===== src/rtl/excp_pkg.sv =====
`default_nettype none
// ============================================================================
// Module   : excp_pkg
// Purpose  : Shared types and constants for the precise-exception sequencer.
//            Provides the sequencer state encoding and the CSR.ESTAT Ecode
//            values that the commit path produces or tests against.
// Ports    : none (package)
// Revision : 1.0 - initial release
// ============================================================================
package excp_pkg;

    // Sequencer states
    typedef enum logic [1:0] {
        ST_IDLE     = 2'd0,
        ST_DRAIN    = 2'd1,
        ST_COMMIT   = 2'd2,
        ST_REDIRECT = 2'd3
    } excp_state_e;

    // CSR.ESTAT Ecode values (6-bit architectural field)
    localparam logic [5:0] ECODE_INT  = 6'h00;
    localparam logic [5:0] ECODE_ADEF = 6'h08;
    localparam logic [5:0] ECODE_ALE  = 6'h09;
    localparam logic [5:0] ECODE_SYS  = 6'h0B;
    localparam logic [5:0] ECODE_BRK  = 6'h0C;
    localparam logic [5:0] ECODE_INE  = 6'h0D;

    // An instruction retiring in WB triggers a commit if it carries an
    // exception, is an ERTN, or an interrupt is pending at that moment.
    function automatic logic is_commit_event(input logic valid,
                                             input logic intr,
                                             input logic excp,
                                             input logic ertn);
        return valid & (intr | excp | ertn);
    endfunction

endpackage
`default_nettype wire


===== src/rtl/excp_cause_sel.sv =====
`default_nettype none
// ============================================================================
// Module   : excp_cause_sel
// Purpose  : Combinational priority selection of the commit cause from the
//            WB-stage instruction. Priority: interrupt > exception > ERTN.
//            An ERTN that also carries an exception is handled as exception.
// Ports    : int_req/wb_excp/wb_ertn      - cause sources
//            wb_ecode/wb_esubcode/wb_pc   - exception fields from WB
//            wb_badv/wb_badv_vld          - faulting address and its qualifier
//            csr_eentry/csr_era_in        - redirect targets from the CSR file
//            sel_excp/sel_ertn            - selected commit kind (one-hot or 0)
//            sel_ecode/sel_esubcode/sel_era/sel_badv_we/sel_badv - CSR fields
//            sel_target                   - PC redirect target
// Revision : 1.0 - initial release
// ============================================================================
module excp_cause_sel
    import excp_pkg::*;
#(
    parameter int ADDR_W  = 32,
    parameter int ECODE_W = 6,
    parameter int ESUB_W  = 9
) (
    input  logic                int_req,
    input  logic                wb_excp,
    input  logic                wb_ertn,
    input  logic [ECODE_W-1:0]  wb_ecode,
    input  logic [ESUB_W-1:0]   wb_esubcode,
    input  logic [ADDR_W-1:0]   wb_pc,
    input  logic [ADDR_W-1:0]   wb_badv,
    input  logic                wb_badv_vld,
    input  logic [ADDR_W-1:0]   csr_eentry,
    input  logic [ADDR_W-1:0]   csr_era_in,
    output logic                sel_excp,
    output logic                sel_ertn,
    output logic [ECODE_W-1:0]  sel_ecode,
    output logic [ESUB_W-1:0]   sel_esubcode,
    output logic [ADDR_W-1:0]   sel_era,
    output logic                sel_badv_we,
    output logic [ADDR_W-1:0]   sel_badv,
    output logic [ADDR_W-1:0]   sel_target
);

    always_comb begin
        sel_excp     = 1'b0;
        sel_ertn     = 1'b0;
        sel_ecode    = '0;
        sel_esubcode = '0;
        sel_era      = wb_pc;
        sel_badv_we  = 1'b0;
        sel_badv     = wb_badv;
        sel_target   = csr_eentry;

        if (int_req) begin
            // Interrupt is taken on this instruction boundary; ERA is the
            // retiring PC so the instruction re-executes after ERTN.
            sel_excp  = 1'b1;
            sel_ecode = ECODE_W'(ECODE_INT);
        end else if (wb_excp) begin
            sel_excp     = 1'b1;
            sel_ecode    = wb_ecode;
            sel_esubcode = wb_esubcode;
            sel_badv_we  = wb_badv_vld;
        end else if (wb_ertn) begin
            sel_ertn   = 1'b1;
            sel_target = csr_era_in;
        end
    end

endmodule
`default_nettype wire


===== src/rtl/excp_commit_ctrl.sv =====
`default_nettype none
// ============================================================================
// Module   : excp_commit_ctrl
// Purpose  : Precise-exception sequencer for the 5-stage pipeline. Raises a
//            global flush when any stage reports an exception, waits for the
//            excepting instruction to retire in WB, commits the exception or
//            ERTN to the CSR file, kills the pipeline and hands a PC redirect
//            to IF via a valid/ready handshake.
// Ports    : clk, reset                 - clock, synchronous active-high reset
//            if/id/ex/me_excp           - upstream exception flags
//            wb_*                       - retiring instruction information
//            int_req                    - pending enabled interrupt
//            csr_eentry, csr_era_in     - exception entry / ERTN target
//            global_flush               - flush/stall flag to all stages
//            flush_all                  - one-cycle pipeline kill
//            csr_excp_we, csr_ecode, csr_esubcode, csr_era,
//            csr_badv_we, csr_badv      - CSR exception write
//            ertn_commit                - one-cycle PLV/IE restore pulse
//            redirect_valid/_pc/_ready  - PC redirect handshake with IF
//            perf_excp_cnt, perf_ertn_cnt - commit counters (optional)
// Options  : EXCP_PERF_CNT_EN - when defined, adds the two 32-bit wrapping
//            commit counters and their output ports.
// Revision : 1.0 - initial release
// ============================================================================
module excp_commit_ctrl
    import excp_pkg::*;
#(
    parameter int ADDR_W  = 32,
    parameter int ECODE_W = 6,
    parameter int ESUB_W  = 9
) (
    input  logic                clk,
    input  logic                reset,
    input  logic                if_excp,
    input  logic                id_excp,
    input  logic                ex_excp,
    input  logic                me_excp,
    input  logic                wb_valid,
    input  logic                wb_excp,
    input  logic                wb_ertn,
    input  logic [ECODE_W-1:0]  wb_ecode,
    input  logic [ESUB_W-1:0]   wb_esubcode,
    input  logic [ADDR_W-1:0]   wb_pc,
    input  logic [ADDR_W-1:0]   wb_badv,
    input  logic                wb_badv_vld,
    input  logic                int_req,
    input  logic [ADDR_W-1:0]   csr_eentry,
    input  logic [ADDR_W-1:0]   csr_era_in,
    output logic                global_flush,
    output logic                flush_all,
    output logic                csr_excp_we,
    output logic [ECODE_W-1:0]  csr_ecode,
    output logic [ESUB_W-1:0]   csr_esubcode,
    output logic [ADDR_W-1:0]   csr_era,
    output logic                csr_badv_we,
    output logic [ADDR_W-1:0]   csr_badv,
    output logic                ertn_commit,
    output logic                redirect_valid,
    output logic [ADDR_W-1:0]   redirect_pc,
`ifdef EXCP_PERF_CNT_EN
    output logic [31:0]         perf_excp_cnt,
    output logic [31:0]         perf_ertn_cnt,
`endif
    input  logic                redirect_ready
);

    excp_state_e          state;
    excp_state_e          state_nxt;

    logic                 sel_excp;
    logic                 sel_ertn;
    logic [ECODE_W-1:0]   sel_ecode;
    logic [ESUB_W-1:0]    sel_esubcode;
    logic [ADDR_W-1:0]    sel_era;
    logic                 sel_badv_we;
    logic [ADDR_W-1:0]    sel_badv;
    logic [ADDR_W-1:0]    sel_target;

    logic                 commit_ev;
    logic                 upstream_excp;
    logic                 take_commit;

    logic                 global_flush_nxt;
    logic                 flush_all_nxt;
    logic                 csr_excp_we_nxt;
    logic                 csr_badv_we_nxt;
    logic                 ertn_commit_nxt;
    logic                 redirect_valid_nxt;

    excp_cause_sel #(
        .ADDR_W  (ADDR_W),
        .ECODE_W (ECODE_W),
        .ESUB_W  (ESUB_W)
    ) u_cause_sel (
        .int_req      (int_req),
        .wb_excp      (wb_excp),
        .wb_ertn      (wb_ertn),
        .wb_ecode     (wb_ecode),
        .wb_esubcode  (wb_esubcode),
        .wb_pc        (wb_pc),
        .wb_badv      (wb_badv),
        .wb_badv_vld  (wb_badv_vld),
        .csr_eentry   (csr_eentry),
        .csr_era_in   (csr_era_in),
        .sel_excp     (sel_excp),
        .sel_ertn     (sel_ertn),
        .sel_ecode    (sel_ecode),
        .sel_esubcode (sel_esubcode),
        .sel_era      (sel_era),
        .sel_badv_we  (sel_badv_we),
        .sel_badv     (sel_badv),
        .sel_target   (sel_target)
    );

    assign commit_ev     = is_commit_event(wb_valid, int_req, wb_excp, wb_ertn);
    assign upstream_excp = if_excp | id_excp | ex_excp | me_excp;

    // ------------------------------------------------------------------
    // Next-state and next-output logic. All outputs are registered, so
    // this block computes the values they take after the coming edge.
    // ------------------------------------------------------------------
    always_comb begin
        state_nxt          = state;
        take_commit        = 1'b0;
        global_flush_nxt   = global_flush;
        flush_all_nxt      = 1'b0;
        csr_excp_we_nxt    = 1'b0;
        csr_badv_we_nxt    = 1'b0;
        ertn_commit_nxt    = 1'b0;
        redirect_valid_nxt = redirect_valid;

        case (state)
            ST_IDLE: begin
                if (commit_ev) begin
                    take_commit = 1'b1;
                end else if (upstream_excp) begin
                    state_nxt        = ST_DRAIN;
                    global_flush_nxt = 1'b1;
                end
            end
            ST_DRAIN: begin
                // Older, non-excepting instructions keep retiring here;
                // only a commit event moves the sequencer on.
                if (commit_ev) begin
                    take_commit = 1'b1;
                end
            end
            ST_COMMIT: begin
                state_nxt          = ST_REDIRECT;
                redirect_valid_nxt = 1'b1;
            end
            ST_REDIRECT: begin
                if (redirect_ready) begin
                    state_nxt          = ST_IDLE;
                    redirect_valid_nxt = 1'b0;
                    global_flush_nxt   = 1'b0;
                end
            end
            default: begin
                state_nxt = ST_IDLE;
            end
        endcase

        if (take_commit) begin
            state_nxt        = ST_COMMIT;
            global_flush_nxt = 1'b1;
            flush_all_nxt    = 1'b1;
            csr_excp_we_nxt  = sel_excp;
            csr_badv_we_nxt  = sel_excp & sel_badv_we;
            ertn_commit_nxt  = sel_ertn;
        end
    end

    always_ff @(posedge clk) begin
        if (reset) begin
            state          <= ST_IDLE;
            global_flush   <= 1'b0;
            flush_all      <= 1'b0;
            csr_excp_we    <= 1'b0;
            csr_badv_we    <= 1'b0;
            ertn_commit    <= 1'b0;
            redirect_valid <= 1'b0;
        end else begin
            state          <= state_nxt;
            global_flush   <= global_flush_nxt;
            flush_all      <= flush_all_nxt;
            csr_excp_we    <= csr_excp_we_nxt;
            csr_badv_we    <= csr_badv_we_nxt;
            ertn_commit    <= ertn_commit_nxt;
            redirect_valid <= redirect_valid_nxt;
        end
    end

    // Commit payload is captured at the same edge that enters COMMIT and
    // held until the next commit, so redirect_pc is stable throughout the
    // whole REDIRECT wait regardless of CSR activity.
    always_ff @(posedge clk) begin
        if (reset) begin
            csr_ecode    <= '0;
            csr_esubcode <= '0;
            csr_era      <= '0;
            csr_badv     <= '0;
            redirect_pc  <= '0;
        end else if (take_commit) begin
            csr_ecode    <= sel_ecode;
            csr_esubcode <= sel_esubcode;
            csr_era      <= sel_era;
            csr_badv     <= sel_badv;
            redirect_pc  <= sel_target;
        end
    end

`ifdef EXCP_PERF_CNT_EN
    // Counters step during the COMMIT pulse and wrap naturally at 2^32.
    always_ff @(posedge clk) begin
        if (reset) begin
            perf_excp_cnt <= '0;
            perf_ertn_cnt <= '0;
        end else if (state == ST_COMMIT) begin
            if (csr_excp_we) begin
                perf_excp_cnt <= perf_excp_cnt + 32'd1;
            end
            if (ertn_commit) begin
                perf_ertn_cnt <= perf_ertn_cnt + 32'd1;
            end
        end
    end
`endif

endmodule
`default_nettype wire


===== config.mk =====
export PLATFORM = sky130hd
export DESIGN_NAME = excp_commit_ctrl
export DESIGN_NICKNAME = d
export VERILOG_FILES = /design/src/rtl/excp_pkg.sv /design/src/rtl/excp_cause_sel.sv /design/src/rtl/excp_commit_ctrl.sv
export SDC_FILE = /design/constraint.sdc
export NUM_CORES = 1
export LEC_CHECK = 0
export BUFFER_PORTS_ARGS = -buffer_cell sky130_fd_sc_hd__buf_4
export CAP_MARGIN = 5
export CORE_MARGIN = 3
export CORE_UTILIZATION = 41
export DETAILED_ROUTE_END_ITERATION = 10
export GPL_TIMING_DRIVEN = 0
export PLACE_DENSITY = 0.79
export SYNTH_ARGS = -nofsm -noshare
export SYNTH_HDL_FRONTEND = slang
export SYNTH_SLANG_ARGS = --single-unit

===== constraint.sdc =====
create_clock -name clk -period 1.9 [get_ports clk]
set_input_delay 0.095 -clock clk [delete_from_list [all_inputs] [get_ports clk]]
set_output_delay 0.095 -clock clk [all_outputs]
set_load 0.01 [all_outputs]

==> impl_metrics.py, run 1 <==
metrics = {
    "outcome": {
        "error": "[ERROR RSZ-0060] Max buffer count reached.",
        "stop_stage": "clock tree synthesis (4_1_cts)",
        "status": "stopped before the end",
    },
    "placed_design": {
        "dp_slack_ps": 163,
        "port_buffers": 271,
        "place.gp.congestion": 0.783,
        "place_inst": 719,
        "place_hpwl_um": 10300,
    },
    "logic_synthesis": {
        "yosysUniqueCellTypes": 30,
        "syn_inst": 319,
        "syn_nets": 474,
        "synth_edf_count": 0,
        "synth-seq-area-share": 0.582,
        "syn_area_per_cell_um2": 12.8,
        "ys_top_cells_by_area": "dfxtp_1 58%, a22o_1 17%, mux2i_1 7.8%",
        "synth_ff_type": "dfxtp_1",
        "post-synth-top-area-fraction": 0.582,
        "synth_common_cells": "119 x dfxtp_1, 79 x a22o_1, 32 x mux2i_1, 32 x o2bb2ai_1, 11 x buf_4",
        "synth_largest_area_cell": "dfxtp_1",
        "synth.most_common_cell": "dfxtp_1",
        "ys_warn_count": 0,
        "synth_async_sr_flop_share": 0,
        "synth.ff_latch_count": 119,
        "syn-cell-area_mm2": 0.00409,
    },
    "floorplanning": {
        "die_x_um": 106,
        "boundaryPins": 272,
        "start_util": 0.432,
        "die_h_um": 106,
        "row_count": 35,
    },
    "clocking": {
        "cts-resized-gates": 0,
        "post_cts_buffers": 0,
        "postCtsHoldBufs": 151,
        "cts_buffer_depth": 2,
        "cts_sinks": 119,
        "cts_buffers": 17,
        "cts-htree-levels": 4,
        "cts_root_buf": "clkbuf_8",
    },
}
## logic make-up after synthesis
kind of cell,share of synthesized area
buffers and inverters,0.0584
muxes,0.0783
DFF,0.582
AOI/OAI and AO/OA,0.250
and+or+nand+nor,0.0312
## per-stage QoR
step                 util  hold slack (ps)  cell area, um2
global placement    0.665              296            6290
floorplan               -              167            4090
detailed placement  0.665              308            6290
==> run 2: changes to the inputs <==
CORE_UTILIZATION = 26   (was 41)
PLACE_DENSITY = unset   (was 0.79)
PLACE_DENSITY_LB_ADDON = 0.15   (was unset)
==> run 2 against run 1 <==
- the flow now finishes without violations
- synthesized area unchanged
- synthesized cell count unchanged
==> impl_metrics.py, run 2 <==
metrics = {
    "hold_path": {
        "hold_path.class": "in2reg",
    },
    "global_route": {
        "grt_max_degree": 17,
        "antenna_found_initial": 0,
        "grt.overflow.total": 0,
        "grt_pass1_wl_um": 24400,
        "grt.total_usage": 0.175,
        "grt_pass1_vias": 4690,
    },
    "floorplanning": {
        "row_count": 45,
        "die_x_um": 131,
        "die_h_um": 131,
        "start_util": 0.267,
        "coreArea_mm2": 0.0153,
        "boundaryPins": 272,
        "die_area_mm2": 0.0173,
    },
    "logic_synthesis": {
        "synth.ff_latch_count": 119,
        "synth_compound_area_frac": 0.250,
        "synth.most_common_cell": "dfxtp_1",
        "synth_common_cells": "119 x dfxtp_1, 79 x a22o_1, 32 x mux2i_1, 32 x o2bb2ai_1, 11 x buf_4",
        "synthXorXnorAreaFrac": 0,
        "synth-simple-area-share": 0.0312,
        "ys_top_cells_by_area": "dfxtp_1 58%, a22o_1 17%, mux2i_1 7.8%",
        "ys_warn_count": 0,
        "synth_top_family_by_area": "compound AO/OA/AOI/OAI gates",
        "synth_async_sr_flop_share": 0,
        "synth_ff_type": "dfxtp_1",
        "syn_nets": 474,
        "syn_area_per_cell_um2": 12.8,
        "synth-seq-area-share": 0.582,
        "synthMuxAreaShare": 0.0783,
        "yosys.area_share.adder": 0,
        "syn-cell-area_mm2": 0.00409,
        "post-synth-top-area-fraction": 0.582,
        "synth_largest_area_cell": "dfxtp_1",
        "synth_edf_count": 0,
        "yosysUniqueCellTypes": 30,
        "syn_inst": 319,
    },
    "power": {
        "power.density_mw_per_mm2": 847,
        "clkPwrFrac": 0.443,
        "ir_drop_mv": 0.579,
        "internal_power_uw": 5470,
        "swShare": 0.235,
        "p_leak_uw": 0.00386,
        "combinationalPowerShare": 0.173,
        "seqPwrFrac": 0.384,
        "switchingPower_uw": 1690,
    },
    "layout": {
        "antenna_cells": 0,
        "drive_gt1_frac": 0.432,
        "top_regs": "csr_badv: 32 flops, csr_era: 32 flops, redirect_pc: 32 flops",
        "area_delta_synth_final_pct": 107,
        "final_cell_mix": "282 x buf_4, 147 x dlygate4sd3_1, 119 x dfxtp_1",
        "final_cell_area_mm2": 0.00845,
        "fin_nets": 911,
        "final_common_cell": "buf_4",
    },
    "placed_design": {
        "dp_slack_ps": 84.7,
        "place_hpwl_um": 10200,
        "place_area_mm2": 0.00639,
        "port_buffers": 271,
        "place.gp.congestion": 0.742,
    },
    "worst_setup_path": {
        "crit_path_top_delay_cell": "nor4b_2",
        "cp.required_ps": 2250,
        "path_cells": "buf_6 > nand2b_4 > nor4b_2 > buf_4 > a22o_1",
        "criticalPathCategory": "reg2reg",
        "cp_max_fo": 10,
        "crit_arrival_ps": 2090,
        "max_stage_delay_ps": 660,
        "crit_path_start_kind": "flop",
        "critPathCaptureType": "flop",
    },
    "timing": {
        "hold_ws_ps": 33.4,
        "slew_viol_final": 0,
        "max_freq_mhz": 574,
        "clock_skew_ps": 6.44,
        "grt_setup_unrepaired": "false",
        "worstMarginPinSlew_ps": 794,
        "min_period_ps": 1740,
        "final_hold_viol_count": 0,
        "slew_headroom": 0.469,
        "fin_crit_sh": 0.916,
        "fin_ws_ps": 159,
        "final-setup-viol-count": 0,
        "final.setup.tns_ps": 0,
    },
    "detailed_routing": {
        "top_layer": "met4",
        "routed_wl_um": 15300,
        "route.detailed.drc": 0,
        "met1Wirelength_um": 6020,
        "routedWlPerCell_um": 15.7,
        "drtAntennaViolNets": 0,
        "wl_met2_um": 8040,
        "firstDrtPassIters": 4,
        "drt_iter0_markers": 100,
        "vias_per_cell": 4.44,
        "wl_met3_um": 847,
        "routed-via-count": 4347,
    },
    "clocking": {
        "cts_buffers": 17,
        "cts_buffer_depth": 2,
        "cts_sinks": 119,
        "post_cts_buffers": 0,
        "worstSkewPairLatency_ps": 410,
        "clk_pin_slew_ps": 60,
        "cts-htree-levels": 4,
        "cts-resized-gates": 0,
        "postCtsHoldBufs": 147,
        "cts_root_buf": "clkbuf_16",
        "cts_tree": "built",
    },
    "flow_run": {
        "max_cap_viol_count": 0,
    },
    "outcome": {
        "status": "complete, no violations",
    },
}
## run 2: final timing paths
| path | cells past startpoint | slack (ps) | to | startpoint |
|---|---|---|---|---|
| hold reg to reg | 1 | 460 | redirect_pc[4]$_SDFFE_PP0P_ | redirect_pc[4]$_SDFFE_PP0P_ |
| setup / recovery | 5 | 160 | csr_ecode[3]$_SDFFE_PP0P_ | state[1]$_SDFFE_PP0P_ |
| setup reg to reg | 5 | 160 | csr_ecode[3]$_SDFFE_PP0P_ | state[1]$_SDFFE_PP0P_ |
| hold / removal | 4 | 30 | redirect_valid$_SDFFE_PP0P_ | redirect_ready |
## run 2: layout make-up
class | instances | area [um2]
Clock inverter | 11 | 124
Sequential cell | 119 | 2380
Clock buffer | 21 | 470
Fill cell | 1329 | 6860
Timing Repair Buffer | 418 | 3510
Buffer | 29 | 230
Multi-Input combinational cell | 170 | 1470
Tap cell | 211 | 264
Inverter | 1 | 8.76
## run 2: per-layer routing
layer / GRT usage / vias up
li1: - / 2101
met1: 0.191 / 2043
met2: 0.308 / 170
met3: 0.0597 / 33
met4: 0.0782 / 0
met5: 0 / -
## run 2: logic make-up after synthesis
logic type / Yosys count
flops: 119
compound gates: 118
mux: 32
buf+inv: 30
simple gates: 20
## run 2: power groups by stage
stage          clock (uW)  combinational, uW  sequential (uW)
2_1_floorplan           0                312             2870
3_3_place_gp            0                963             2800
3_5_place_dp            0                972             2800
4_1_cts              3250               1240             2750
5_1_grt              3340               1330             2770
6_report             3170               1240             2750
## run 2: worst max-delay path: cells and delay by family, from the launching register on
family,cells,cell delay (ps)
AND/OR/NAND/NOR,2,790
buffers and inverters,2,430
flip-flops,1,310
AO/OA/AOI/OAI,1,150
## run 2: stage by stage
stage | power [uW] | instances | utilization
global route | 7440 | 980 | 0.552
CTS | 7240 | 980 | 0.552
finish | 7160 | 980 | 0.552
detailed placement | 3770 | 801 | 0.417
global placement | 3760 | 801 | 0.417
floorplan | 3180 | 319 | -
(Power assumes the default switching activity.)
